`config.mk`:
```
export PLATFORM = sky130hd
export DESIGN_NAME = somador_serial_param
export DESIGN_NICKNAME = d
export VERILOG_FILES = /design/src/rtl/somador_serial_param.sv
export SDC_FILE = /design/constraint.sdc
export NUM_CORES = 1
export LEC_CHECK = 0
export BUFFER_PORTS_ARGS = -buffer_cell sky130_fd_sc_hd__buf_2
export CORE_MARGIN = 1
export CORE_UTILIZATION = 28
export CTS_CLUSTER_SIZE = 25
export DETAILED_ROUTE_END_ITERATION = 6
export SYNTH_ARGS = -nofsm -noshare
export SYNTH_HDL_FRONTEND = slang
export SYNTH_SLANG_ARGS = --single-unit
```
`constraint.sdc`:
```
create_clock -name clk -period 4 [get_ports clk]
set_input_delay 0.4 -clock clk [delete_from_list [all_inputs] [get_ports clk]]
set_output_delay 0.4 -clock clk [all_outputs]
set_load 0.05 [all_outputs]
```
`src/rtl/somador_serial_param.sv`:
```
// Purpose : digit-serial adder/subtractor that reuses one DIGIT-bit ripple slice.
// Latency : NDIG+1 edges from the start edge to the done pulse.
// Backpres: start is ignored while busy; S/flags hold until the next result.
//
// Ports:
//   clk, rst            clock and asynchronous active-high reset
//   start, sub, A, B,   request and operands, sampled together while idle
//   Cin                 carry-in (add) or borrow-in (subtract)
//   S, Cout, overflow,  result and flags, updated only on the last-digit edge
//   zero
//   busy, done          high while processing / one-cycle result-valid pulse
module somador_serial_param #(
  parameter int WIDTH = 16,
  parameter int DIGIT = 4
) (
  input  logic             clk,
  input  logic             rst,
  input  logic             start,
  input  logic             sub,
  input  logic [WIDTH-1:0] A,
  input  logic [WIDTH-1:0] B,
  input  logic             Cin,
  output logic [WIDTH-1:0] S,
  output logic             Cout,
  output logic             overflow,
  output logic             zero,
  output logic             busy,
  output logic             done
);

  localparam int NDIG = WIDTH / DIGIT;
  localparam int CW   = (NDIG > 1) ? $clog2(NDIG) : 1;
  localparam logic [CW-1:0] LAST = CW'(NDIG - 1);

  // A partial last digit would need a different slice width; refuse it.
  if (DIGIT < 1 || (WIDTH % DIGIT) != 0) begin : g_bad_param
    $error("somador_serial_param: WIDTH must be a positive multiple of DIGIT");
  end

  typedef enum logic {IDLE, RUN} state_t;

  state_t            state, nstate;
  logic [WIDTH-1:0]  a, b, r;
  logic              c;
  logic [CW-1:0]     cnt;
  logic [DIGIT:0]    slice;
  logic [WIDTH+DIGIT-1:0] rcat;
  logic [WIDTH-1:0]  r_next;
  logic              msb_cin;
  logic              last;

  // One ripple slice: DIGIT LSBs of each operand plus the running carry.
  assign slice = {1'b0, a[DIGIT-1:0]} + {1'b0, b[DIGIT-1:0]} + {{DIGIT{1'b0}}, c};

  // New digit enters at the MSB end; the concatenation keeps DIGIT == WIDTH legal.
  assign rcat   = {slice[DIGIT-1:0], r};
  assign r_next = rcat[WIDTH+DIGIT-1:DIGIT];

  // Carry into the slice MSB recovered from its sum bit: s = a ^ b ^ cin.
  assign msb_cin = a[DIGIT-1] ^ b[DIGIT-1] ^ slice[DIGIT-1];

  assign last = (cnt == LAST);
  assign busy = (state == RUN);

  always_ff @(posedge clk or posedge rst) begin
    if (rst) state <= IDLE;
    else     state <= nstate;
  end

  always_comb begin
    nstate = state;
    case (state)
      IDLE:    if (start) nstate = RUN;
      RUN:     if (last)  nstate = IDLE;
      default: nstate = IDLE;
    endcase
  end

  always_ff @(posedge clk or posedge rst) begin
    if (rst) begin
      a        <= '0;
      b        <= '0;
      r        <= '0;
      c        <= 1'b0;
      cnt      <= '0;
      S        <= '0;
      Cout     <= 1'b0;
      overflow <= 1'b0;
      zero     <= 1'b1;
      done     <= 1'b0;
    end else begin
      done <= 1'b0;
      case (state)
        IDLE: begin
          if (start) begin
            // Subtract as A + ~B + ~Cin, i.e. A - B - Cin.
            a   <= A;
            b   <= sub ? ~B : B;
            c   <= sub ? ~Cin : Cin;
            cnt <= '0;
            r   <= '0;
          end
        end
        RUN: begin
          a   <= a >> DIGIT;
          b   <= b >> DIGIT;
          r   <= r_next;
          c   <= slice[DIGIT];
          cnt <= cnt + CW'(1);
          if (last) begin
            S        <= r_next;
            Cout     <= slice[DIGIT];
            overflow <= msb_cin ^ slice[DIGIT];
            zero     <= (r_next == '0);
            done     <= 1'b1;
            cnt      <= '0;
          end
        end
        default: ;
      endcase
    end
  end

endmodule

```
==> impl_metrics.csv <==
group,metric,value,unit
routing,drt_first_pass_iters,4,
clock_tree,cts_sinks,68,
clock_tree,cts_tree,"yes",
sta,fmax,0.426,GHz
setup_path,rrSetupSlack,1.89,ns
setup_path,ff2ff_path_depth,7,
job,maxCapViolCount,0,
layout,final_cell_area,3850,µm²
clock_tree,clock_latency,0.33,ns
die,start_util,28.9,%
setup_path,worstSetupPathType,"flip-flop to output port",
setup_path,reg2reg_from,"a[0]",
layout,syn2layout_area_growth,22.0,%
setup_path,cp_max_fo,48,
placement,dp_cells,479,
clock_tree,clk_pin_slew,0.06,ns
placement,pre_cts_ws,1.86,ns
logic_synthesis,yosys.area.top_type,"dfrtp_1",
die,coreArea,10900,µm²
power,ir_drop,0.447,mV
clock_tree,numCtsBuffers,9,
layout,drive_gt1_share,27.3,%
routing,wl_per_cell,12.7,µm
clock_tree,hold_buffers,0,
setup_path,startpoint,"busy",
routing,vias_per_cell,4.43,
setup_path,cp.arrival,1.95,ns
sta,rsz0062_at_grt,"no",
placement,placed_cell_area,3530,µm²
layout,layout.cells.non_filler,495,
layout,diodes,0,
setup_path,required,3.60,ns
power,p_leak,1.82,nW
die,pin_count,58,
setup_path,crit_path_end_kind,"output port",
logic_synthesis,yosysMostFrequentCell,"dfrtp_1",
global_routing,antenna_found_initial,0,
logic_synthesis,avgSynthCellArea,10.6,µm²
routing,drt-initial-drc-count,101,
placement,place.gp.congestion,0.781,
logic_synthesis,syn_inst,297,
layout,nets,393,
logic_synthesis,synth_top_area_share,53.1,%
global_routing,grt_pass1_wl,10.5,mm
placement,port_buffers,57,
sta,hold_viol_final,0,
sta,finalSetupViolations,0,
routing,drc,0,
logic_synthesis,synth_nets,340,
layout,final_util,35.3,%
logic_synthesis,synth_area_leaders,"dfrtp_1, mux2i_1, o21ai_0",
routing,wl,6.27,mm
setup_path,crit_chain,"buf_4 > buf_2",
global_routing,grt_max_degree,49,
logic_synthesis,async_flop_share,100,%
sta,tightest_slew,0.849,ns
die,die_w,108,µm
logic_synthesis,yosysWarnings,0,
global_routing,grtUsageTotal,11.9,%
clock_tree,clock_path_buffers,2,
placement,dpl.hpwl,4.49,mm
sta,skew,0.00632,ns
min_path,hp-class,"primary input to async pin",
logic_synthesis,ys_ff_latch,68,
routing,vias,2195,
clock_tree,cts.repair.resized,0,
logic_synthesis,yosys_most_used_dff,"dfrtp_1",
logic_synthesis,synth.distinct_cells,33,
sta,fin_crit_sh,58.7,%
status,status,"complete, no violations",
setup_path,worst_path_largest_cell_delay,0.74,ns
die,die_area,11700,µm²
global_routing,overflow,0,
die,die_height,108,µm
clock_tree,cts_root_buffer,"clkbuf_16",
logic_synthesis,synth_edf_count,0,
routing,ant_nets,0,
power,powerDensity,823,nW/µm²
die,row_count,38,
logic_synthesis,synth_area,3160,µm²
sta,fin_crit,2.35,ns
setup_path,r2r-end,"zero",
global_routing,grt_pass1_vias,2123,
sta,fin_ws,1.65,ns
sta,slew_violations,0,
sta,setup_tns,0,ns
setup_path,cpMaxStageDelayCell,"dfrtp_2",
logic_synthesis,ys_seq_area_share,53.9,%
clock_tree,htreeDepth,3,
logic_synthesis,synth_common_cells,"dfrtp_1, nand2_1, o21ai_0, nor2_1, mux2i_1",
sta,slew_headroom,43.3,%
setup_path,startpoint_type,"flip-flop",
clock_tree,post_cts.repair.setup_buffers,0,
-- worst max-delay path by stage --
stage	end	slack, ns	depth (start not counted)
2_1_floorplan	Cout	1.89	1
3_3_place_gp	zero	1.97	7
3_5_place_dp	zero	1.86	7
4_1_cts	busy	1.63	2
5_1_grt	busy	1.53	2
6_report	busy	1.65	2
-- registers in the layout, indices dropped and copies added (netlist names) --
register  flops
S            16
a            16
b            16
r            12
cnt           2
Cout          1
busy          1
c             1
done          1
overflow      1
zero          1
-- per-layer routing --
metal,routed length [µm],vias to the layer above,track usage (%)
met5,0,-,0
met4,73,0,3.82
met3,295,8,4.10
met2,2760,52,18.0
met1,3140,1028,15.8
li1,-,1107,-
-- worst max-delay path, delay by kind of cell (launching register included) --
family | cells | cell delay (ns)
buffers and inverters | 2 | 0.85
flip-flops | 1 | 0.74
-- kinds of logic (layout without fill, tap and decap cells) --
family	after synthesis	after routing	share of synthesized area, %
muxes	32	32	10.7
and+or+nand+nor	83	83	11.7
buffers and inverters	25	83	4.48
adders and majority gates	6	6	2.85
AOI/OAI and AO/OA	63	63	10.9
DFF	68	68	53.9
xor gates and xnor gates	20	20	5.54
-- area by class of cell --
class | instances | area [µm²]
fill | 1144 | 7080
clock buffer | 10 | 239
inverter | 7 | 26.3
clock inverter | 6 | 87.6
multi-input combinational | 204 | 1320
tap | 140 | 175
timing repair buffer | 60 | 308
sequential | 68 | 1700
-- layout by cell type, fill, tap and decap left out, types with 3 or more instances in the layout --
master,count
nor2_1,23
o21ai_1,5
a21oi_1,14
ha_1,4
a211oi_1,4
clkinvlp_4,3
nand2_1,41
nand2b_1,11
inv_2,3
xnor2_1,17
buf_4,3
inv_1,4
xor2_1,3
clkbuf_16,9
o21ai_0,34
dfrtp_1,66
mux2_2,14
buf_2,57
mux2i_1,18
-- per-stage QoR --
step                total power [mW]  hold WS (ns)
floorplan                       2.07         0.449
global placement                2.32         0.461
detailed placement              2.35         0.472
CTS                             3.21         0.267
global route                    3.39         0.322
finish                          3.17         0.241
-- report_power, final --
part / switching [mW] / internal [mW]
registers: 0.232 / 0.973
clock network: 0.289 / 0.561
logic: 0.721 / 0.399
(Power assumes the default switching activity.)
